**src/rtl/rle_pkg.sv**
```systemverilog
// ---------------------------------------------------------------------------
// rle_pkg
// Shared types and constants for the history run-length encoder.
//   state_e     : encoder state (IDLE / RUN)
//   rle_rec_t   : {run_bit, len} record at the default length width
//   LEN_W_DEF   : default run-length field width
//   DEPTH_DEF   : default record FIFO depth
//   MAX_LEN_DEF : longest run chunk at the default width
// ---------------------------------------------------------------------------
package rle_pkg;

    localparam int LEN_W_DEF = 4;
    localparam int DEPTH_DEF = 4;

    localparam logic [LEN_W_DEF-1:0] MAX_LEN_DEF = '1;

    typedef enum logic {
        IDLE = 1'b0,
        RUN  = 1'b1
    } state_e;

    // "bit" is a keyword, so the value field is called run_bit.
    typedef struct packed {
        logic                 run_bit;
        logic [LEN_W_DEF-1:0] len;
    } rle_rec_t;

endpackage

```
**src/rtl/rle_fifo.sv**
```systemverilog
// ---------------------------------------------------------------------------
// rle_fifo
// Synchronous first-word-fall-through FIFO for encoder records.
//   clk, reset : clock, synchronous active-high reset
//   push, pop  : write / read requests (pop on empty is ignored)
//   data_in    : record to write
//   data_out   : head record while not empty, else the last popped record
//   empty,full : occupancy flags
//   level      : occupancy 0..DEPTH
// A push while full is accepted only when a pop frees the slot on the same
// edge; otherwise it is discarded and the parent reports the overflow.
// ---------------------------------------------------------------------------
module rle_fifo #(
    parameter int WIDTH = 5,
    parameter int DEPTH = 4
) (
    input  logic                   clk,
    input  logic                   reset,
    input  logic                   push,
    input  logic                   pop,
    input  logic [WIDTH-1:0]       data_in,
    output logic [WIDTH-1:0]       data_out,
    output logic                   empty,
    output logic                   full,
    output logic [$clog2(DEPTH):0] level
);

    localparam int AW = $clog2(DEPTH);

    logic [WIDTH-1:0] mem_q [DEPTH];
    logic [AW-1:0]    wr_ptr_q;
    logic [AW-1:0]    rd_ptr_q;
    logic [AW:0]      count_q;
    logic [WIDTH-1:0] last_q;
    logic             do_push;
    logic             do_pop;

    assign empty   = (count_q == '0);
    assign full    = (count_q == (AW+1)'(DEPTH));
    assign do_pop  = pop & ~empty;
    assign do_push = push & (~full | do_pop);

    always_ff @(posedge clk) begin
        if (reset) begin
            wr_ptr_q <= '0;
            rd_ptr_q <= '0;
            count_q  <= '0;
            last_q   <= '0;
        end else begin
            if (do_push) begin
                wr_ptr_q <= wr_ptr_q + 1'b1;
            end
            if (do_pop) begin
                rd_ptr_q <= rd_ptr_q + 1'b1;
                last_q   <= mem_q[rd_ptr_q];
            end
            case ({do_push, do_pop})
                2'b10:   count_q <= count_q + 1'b1;
                2'b01:   count_q <= count_q - 1'b1;
                default: ;
            endcase
        end
    end

    // Storage needs no reset; only slots between the pointers are ever read.
    always_ff @(posedge clk) begin
        if (!reset && do_push) begin
            mem_q[wr_ptr_q] <= data_in;
        end
    end

    // Showing the last popped record while empty keeps the outputs steady
    // instead of exposing a stale slot.
    assign data_out = empty ? last_q : mem_q[rd_ptr_q];
    assign level    = count_q;

endmodule

```
**src/rtl/history_rle_encoder.sv**
```systemverilog
// ---------------------------------------------------------------------------
// history_rle_encoder
// Run-length encodes the upstream history bit stream into {bit, length}
// records, queues them in a FWFT FIFO and cross-checks the upstream x/y
// "same as previous (two)" flags against the local run history.
//   clk, reset          : clock, synchronous active-high reset
//   a, x, y             : stream bit and upstream history flags
//   flush               : close the open run; the sample is ignored
//   out_ready           : consumer takes the head record
//   out_valid/bit/len   : head record
//   level               : FIFO occupancy
//   overflow, hist_err  : sticky error flags
//
// state | meaning
// ------+--------------------------------------------------------------
// IDLE  | no run open; next non-flush sample starts one
// RUN   | run of cur_bit_q open, cnt_q samples in the current chunk
// ---------------------------------------------------------------------------
module history_rle_encoder
    import rle_pkg::*;
#(
    parameter int LEN_W = LEN_W_DEF,
    parameter int DEPTH = DEPTH_DEF
) (
    input  logic                   clk,
    input  logic                   reset,
    input  logic                   a,
    input  logic                   x,
    input  logic                   y,
    input  logic                   flush,
    input  logic                   out_ready,
    output logic                   out_valid,
    output logic                   out_bit,
    output logic [LEN_W-1:0]       out_len,
    output logic [$clog2(DEPTH):0] level,
    output logic                   overflow,
    output logic                   hist_err
);

    localparam logic [LEN_W-1:0] MAX_LEN = '1;
    localparam logic [LEN_W-1:0] ONE     = LEN_W'(1);

    state_e           state_q, state_d;
    logic             cur_bit_q, cur_bit_d;
    logic [LEN_W-1:0] cnt_q, cnt_d;
    // True run length saturated at 3; survives chunk splits so y stays valid.
    logic [1:0]       same_q, same_d;
    logic             overflow_q, overflow_d;
    logic             hist_err_q, hist_err_d;

    logic             push;
    logic             mism;
    logic             same_bit;
    logic             fifo_empty;
    logic             fifo_full;
    logic [LEN_W:0]   fifo_dout;

    // State register and datapath registers
    always_ff @(posedge clk) begin
        if (reset) begin
            state_q    <= IDLE;
            cur_bit_q  <= 1'b0;
            cnt_q      <= '0;
            same_q     <= '0;
            overflow_q <= 1'b0;
            hist_err_q <= 1'b0;
        end else begin
            state_q    <= state_d;
            cur_bit_q  <= cur_bit_d;
            cnt_q      <= cnt_d;
            same_q     <= same_d;
            overflow_q <= overflow_d;
            hist_err_q <= hist_err_d;
        end
    end

    // Next state
    always_comb begin
        state_d = state_q;
        case (state_q)
            IDLE:    if (!flush) state_d = RUN;
            RUN:     if (flush)  state_d = IDLE;
            default: state_d = IDLE;
        endcase
    end

    // Run counting, record pushes and history check
    always_comb begin
        cur_bit_d = cur_bit_q;
        cnt_d     = cnt_q;
        same_d    = same_q;
        push      = 1'b0;
        mism      = 1'b0;
        same_bit  = (a == cur_bit_q);

        case (state_q)
            IDLE: begin
                if (!flush) begin
                    cur_bit_d = a;
                    cnt_d     = ONE;
                    same_d    = 2'd1;
                end
            end
            RUN: begin
                if (flush) begin
                    push   = 1'b1;
                    cnt_d  = '0;
                    same_d = '0;
                end else begin
                    mism = (x != same_bit)
                         | (y != (same_bit & (same_q >= 2'd2)));
                    if (!same_bit) begin
                        push      = 1'b1;
                        cur_bit_d = a;
                        cnt_d     = ONE;
                        same_d    = 2'd1;
                    end else begin
                        if (same_q != 2'd3) begin
                            same_d = same_q + 2'd1;
                        end
                        // A full chunk is emitted and the run carries on.
                        if (cnt_q == MAX_LEN) begin
                            push  = 1'b1;
                            cnt_d = ONE;
                        end else begin
                            cnt_d = cnt_q + 1'b1;
                        end
                    end
                end
            end
            default: ;
        endcase

        // Full FIFO accepts the push only if the consumer pops on this edge.
        overflow_d = overflow_q | (push & fifo_full & ~out_ready);
        hist_err_d = hist_err_q | mism;
    end

    rle_fifo #(
        .WIDTH (LEN_W + 1),
        .DEPTH (DEPTH)
    ) u_fifo (
        .clk      (clk),
        .reset    (reset),
        .push     (push),
        .pop      (out_ready),
        .data_in  ({cur_bit_q, cnt_q}),
        .data_out (fifo_dout),
        .empty    (fifo_empty),
        .full     (fifo_full),
        .level    (level)
    );

    assign out_valid = ~fifo_empty;
    assign out_bit   = fifo_dout[LEN_W];
    assign out_len   = fifo_dout[LEN_W-1:0];
    assign overflow  = overflow_q;
    assign hist_err  = hist_err_q;

endmodule

```
**config.mk**
```make
export PLATFORM = sky130hd
export DESIGN_NAME = history_rle_encoder
export DESIGN_NICKNAME = d
export VERILOG_FILES = /design/src/rtl/rle_pkg.sv /design/src/rtl/rle_fifo.sv /design/src/rtl/history_rle_encoder.sv
export SDC_FILE = /design/constraint.sdc
export NUM_CORES = 1
export LEC_CHECK = 0
export ABC_CLOCK_PERIOD_IN_PS = 2600
export CELL_PAD_IN_SITES_DETAIL_PLACEMENT = 1
export CELL_PAD_IN_SITES_GLOBAL_PLACEMENT = 2
export CORE_MARGIN = 2
export CORE_UTILIZATION = 38
export CTS_CLUSTER_DIAMETER = 200
export DETAILED_ROUTE_END_ITERATION = 10
export DONT_BUFFER_PORTS = 1
export GPL_TIMING_DRIVEN = 0
export HOLD_SLACK_MARGIN = 0.15
export PLACE_DENSITY = 0.83
export SYNTH_ARGS = -nofsm -noshare
export SYNTH_HDL_FRONTEND = slang
export SYNTH_HIERARCHICAL = 1
export SYNTH_SLANG_ARGS = --single-unit
```
**constraint.sdc**
```tcl
create_clock -name clk -period 2.6 [get_ports clk]
set_clock_uncertainty 0.1 [all_clocks]
set_input_delay 0.39 -clock clk [delete_from_list [all_inputs] [get_ports clk]]
set_output_delay 0.39 -clock clk [all_outputs]
set_load 0.01 [all_outputs]
```
==> results of run 1 <==
[critical path, delay by kind of cell, from the launching register on]
kind            cells  cell delay (ns)
flops               1             0.36
fa+ha+maj           2             0.48
xor+xnor            1             0.16
compound gates      2             0.35
simple gates        2             0.73
buf+inv             3             0.30
[worst paths after layout]
check	depth (start not counted)	slack (ns)	to
worst max-delay path	10	0.05	u_fifo/level[2]
worst min register to register	2	0.40	u_fifo/last_q[1]
worst min-delay path	2	0.16	cur_bit_q
worst max register to register	10	0.05	u_fifo/level[2]
[Yosys cell counts (2+ instances only)]
cell type / instances / area share [%]
nor2_1: 19 / 3.5
mux2i_1: 7 / 3.5
xor2_1: 6 / 2.6
nand2_1: 3 / 0.56
nand2b_1: 2 / 0.62
clkbuf_1: 4 / 0.74
mux2_2: 5 / 2.8
a31oi_1: 3 / 0.93
o31ai_1: 2 / 0.74
o21ai_0: 2 / 0.50
a21oi_1: 3 / 0.74
nand4_1: 3 / 0.93
nand3b_1: 2 / 0.74
nor2b_1: 2 / 0.62
ha_1: 8 / 5.0
a32oi_1: 2 / 0.87
mux4_2: 5 / 5.6
and3_1: 2 / 0.62
edfxtp_1: 20 / 30
nand4b_1: 2 / 0.87
inv_1: 12 / 2.2
dfxtp_1: 24 / 24
nor3b_1: 4 / 1.5
nand3_1: 3 / 0.74
[timing repair]
action	4_1_cts	5_1_grt
endpoints found under the setup margin	21	12
hold endpoints to repair	2	0
resized for setup	7	7
setup buffers	2	3
hold buffers	2	0
pin swaps	1	3
[registers in the layout, indices dropped and copies added (netlist names), named ones only]
| signal | flops |
|---|---|
| u_fifo/rd_ptr_q | 2 |
| state_q | 1 |
| cnt_q | 4 |
| u_fifo/wr_ptr_q | 2 |
| u_fifo/level | 3 |
| overflow | 1 |
| u_fifo/mem_q | 20 |
| hist_err | 1 |
| same_q | 2 |
| u_fifo/last_q | 5 |
| cur_bit_q | 1 |
[power breakdown]
group | switching (mW) | leakage [nW] | internal (mW) | total (mW)
clock network | 0.222 | 0.0552 | 0.285 | 0.507
logic | 0.250 | 0.442 | 0.233 | 0.483
registers | 0.0612 | 0.405 | 0.782 | 0.843
[stage by stage]
stage               setup WS, ns  setup TNS, ns  power, mW  cells
floorplan                0.01781              0      1.218    164
global placement        -0.08728       -0.08728      1.277    234
detailed placement       -0.1435        -0.8415      1.309    234
CTS                     -0.03134       -0.05288      1.843    246
global route            -0.01704       -0.04159      1.952    249
finish                   0.05052              0      1.833    249
[routing by layer]
layer / global-route usage, % / wire length (microns)
met5: 0 / 0
met4: 5.636 / 70
met3: 5.059 / 214
met2: 25.70 / 2150
met1: 17.65 / 1712
[layout make-up]
class	count	area, sq um	share of cell area (%)
inverter	13	48.80	2.087
clock inverter	2	35.03	1.498
tap	70	87.58	3.745
timing repair buffer	7	57.56	2.461
multi-input combinational	100	900.9	38.52
buffer	7	45.04	1.926
sequential	44	1091	46.66
clock buffer	6	72.57	3.103
[kinds of logic after synthesis]
family,after synthesis
xor+xnor,7
flops,44
simple gates,46
compound gates,20
mux,18
fa+ha+maj,9
buf+inv,20
==> run metrics, run 1 <==
status complete, no violations; Max Clock Freq 392.2 MHz; crit start category register; worst hold path class primary input to register; Vias/cell 5.116; Fillers 558; number of buffers inserted by port buffering 0; max-slew violation count 0; root buffer cell clkbuf_8; layout cells sized above 1 26.26%; relative slew slack 45.69%; worst r2r src u_fifo/level[0]; Slowest cell on crit path or3b_4; die width 76.95 microns; H-tree Lvls 2; hold_sp flush; total gr overflow 0; Post-synth EDFFs 20; clock sink count 44; commonest non-fill, non-tap cell in the layout edfxtp_1; Syn Area/Cell 12.33 sq um; initial antenna violation count 0; commonest non-fill, non-tap cells in the layout 20 x edfxtp_1, 19 x nor2_1, 18 x dfxtp_1; GR Util All Layers 15.11%; register area share after synthesis 53.47%; CP endpoint kind register; # DRC 0; Starting Density 39.59%; Synth Area in Adders 5.941%; post-DP HPWL 2890 microns; VDD IR-drop max 0.2873 mV; Tcrit/Tclk final 98.06%; fin area 2338 sq um; Syn-to-layout area delta 15.66%; die area 5921 sq um; RePlAce Congestion 0.6869; Top FF cell, synth dfxtp_1; vias in the first global route 1364; asr flop ratio synth 0%; ANT nets after route 0; worst path arrival time 2.68 ns; Final setup viols 0; Pleak 0.9025 nW; worst skew pair latency 0.30 ns; CTS tree done; pwr/cell area 784.0 nW/um^2; total wire length 4147 microns; combinational family with the most area after synthesis multiplexers; crit path max fanout 6; final hold slack 0.1611 ns; Ant. Diodes 0; simple-gate area share of the yosys netlist 12.50%; actual slew at the worst max-slew pin 0.8129 ns; area of placed instances 2130 sq um; crit-path cells buf_6 > or3b_4 > o21a_1 > inv_2 > ha_4 > inv_1 > fa_2 > xor2_1 > or3_4 > a21oi_2; WL/cell 16.65 microns; via count 1274; DR pass1 iterations 4; # nets final 194; critical path startpoint u_fifo/level[0]; largest net degree at the start of global routing 14; Clock transition at path regs 0.08 ns; max-cap check violation count 0; Seq cells post-synth 44; Final Hold Fails 0; CP max stage delay 0.39 ns; post-synthesis instance total 164; initial drt markers 38; RSZ-0062 raised after global routing true; syn nets 180; fin crit period 2.549 ns; Distinct cells, synth 43; num rows 26; post-synthesis cell area 2022 sq um; Finished Core Util 45.79%; area of the core 5107 sq um; first-pass GRT wire length 6927 microns; warnings from Yosys 6; XOR/XNOR share of the synthesized area 3.032%; TritonCTS Buffers 5; crit path kind register to register; mux contribution to synthesized area 12.56%; num ports 18; die height 76.95 microns; Synth Area in Compound Gates 8.168%; worst-case clock buffer depth 2; WP data required 2.73 ns
(Power assumes the default switching activity.)
==> run 2, diff against run 1 <==
- MAX_ROUTING_LAYER: not set -> met4
==> run 2 against run 1 <==
Die area unchanged; via count is 0.16% lower; setup slack lost 0.0020 ns; sequential cell count is the same; clock power about the same; register-to-register slack barely moved; first-iteration DRC count down 11%; non-clock buffer count unchanged; sequential power hardly changed; wire length fell by 0.48%; largest power group unchanged.
==> run metrics, run 2 (synthesized netlist as in run 1, its figures left out) <==
WL/cell 16.57 microns (-0.48%); Final Hold Fails 0 (unchanged); total gr overflow 0 (unchanged); num ports 18 (unchanged); relative slew slack 45.74% (about the same); worst path arrival time 2.68 ns (about the same); H-tree Lvls 2 (unchanged); via count 1272 (-0.16%); total wire length 4127 microns (-0.48%); commonest non-fill, non-tap cells in the layout 20 x edfxtp_1, 19 x nor2_1, 18 x dfxtp_1; fin crit period 2.552 ns (+0.002035 ns); Final setup viols 0 (unchanged); ANT nets after route 0 (unchanged); VDD IR-drop max 0.2876 mV (about the same); number of buffers inserted by port buffering 0 (unchanged); Reg2Reg Depth 10 (unchanged); post-DP HPWL 2890 microns (unchanged); most flop-heavy register u_fifo/mem_q; layout cells sized above 1 26.26% (unchanged); CP endpoint kind register; Ant. Diodes 0 (unchanged); initial drt markers 34 (-11%); die area 5921 sq um (unchanged); Vias/cell 5.108 (-0.16%); total power 1.834 mW (about the same); die width 76.95 microns (unchanged); Pleak 0.9025 nW (unchanged); GR Util All Layers 15.54% (+0.43 points); crit path kind register to register; Tcrit/Tclk final 98.14% (about the same); pwr/cell area 784.2 nW/um^2 (about the same); vias in the first global route 1361 (-0.22%); # DRC 0 (unchanged); DR pass1 iterations 4 (unchanged); Max Clock Freq 391.9 MHz (about the same); Fillers 558 (unchanged); worst hold path class primary input to register; worst skew pair latency 0.30 ns (about the same); root buffer cell clkbuf_8; crit path max fanout 6 (unchanged); first-pass GRT wire length 6941 microns (+0.20%); max-cap check violation count 0 (unchanged); RePlAce Congestion 0.6941 (+1.0%); crit start category register; # nets final 194 (unchanged); register area 1091 sq um (unchanged); clock sink count 44 (unchanged); WP data required 2.73 ns (about the same); CTS tree done; RSZ-0062 raised after global routing true; worst-case clock buffer depth 2 (unchanged); Clock transition at path regs 0.08 ns (about the same); multi-input logic area 900.9 sq um (unchanged); commonest non-fill, non-tap cell in the layout edfxtp_1; actual slew at the worst max-slew pin 0.8122 ns (-0.0006508 ns); setup_tns 0 ns (unchanged); TritonCTS Buffers 5 (unchanged); max reg flops 20 (unchanged); die height 76.95 microns (unchanged); Starting Density 39.59% (unchanged); area of the core 5107 sq um (unchanged); Regs by FF count u_fifo/mem_q: 20 flops, u_fifo/last_q: 5 flops, cnt_q: 4 flops; largest net degree at the start of global routing 14 (unchanged); hold-critical path depth 2 (unchanged); max-slew violation count 0 (unchanged); Syn-to-layout area delta 15.66% (unchanged); initial antenna violation count 0 (unchanged); num rows 26 (unchanged); status complete, no violations; Worst R2R Setup Slack 0.05 ns (about the same)
## run 2: cell counts in the layout (fill, tap and decap cells not counted)
Identical to the previous run, type by type.
## run 2: repair_timing
action / CTS / global route
buffers inserted: 2 / 3
endpoints found under the setup margin: 21 / 12
hold endpoints to repair: 2 / 0
gates resized for setup: 7 / 7
pin swaps: 1 / 3
hold buffers: 2 / 0
## run 2: path summary, 6_finish.rpt
path                                       start                to
worst max-delay path             u_fifo/level[0]   u_fifo/level[2]
worst min-delay path                       flush         cur_bit_q
worst max register to register   u_fifo/level[0]   u_fifo/level[2]
worst min register to register  u_fifo/last_q[1]  u_fifo/last_q[1]
## run 2: metrics by stage
stage	hold slack, ns	setup slack (ns)	instances	instance area (sq um)	utilization [%]
global route	0.1751	-0.01690	249	2338	45.79
finish	0.1608	0.04848	249	2338	45.79
detailed placement	0.3661	-0.1435	234	2130	41.70
CTS	0.1537	-0.03134	246	2297	44.98
global placement	0.3651	-0.08728	234	2130	41.70
floorplan	0.3578	0.01781	164	2042	-
## run 2: area by class of cell
cell class / instances / share of cell area [%]
buffer: 7 / 1.926
clock buffer: 6 / 3.103
clock inverter: 2 / 1.498
inverter: 13 / 2.087
multi-input combinational: 100 / 38.52
sequential: 44 / 46.66
tap: 70 / 3.745
timing repair buffer: 7 / 2.461
## run 2: worst max-delay path, cell delays in order, from the launching register on
cell and delay [ns]:
dfxtp_4 0.36, buf_6 0.13, or3b_4 0.39, o21a_1 0.22, inv_2 0.12, ha_4 0.15
inv_1 0.05, fa_2 0.33, xor2_1 0.16, or3_4 0.34, a21oi_2 0.13
## run 2: layer usage
layer  global-route usage [%]  vias up  wire length, microns
li1                         -      620                     -
met1                    17.80      621                  1716
met2                    25.53       23                  2128
met3                    5.059        8                   212
met4                    5.636        0                    70
met5                        -        -                     0
## run 2: power by group
group | internal (mW) | switching [mW]
registers | 0.782 | 0.0611
logic | 0.234 | 0.250
clock network | 0.285 | 0.222
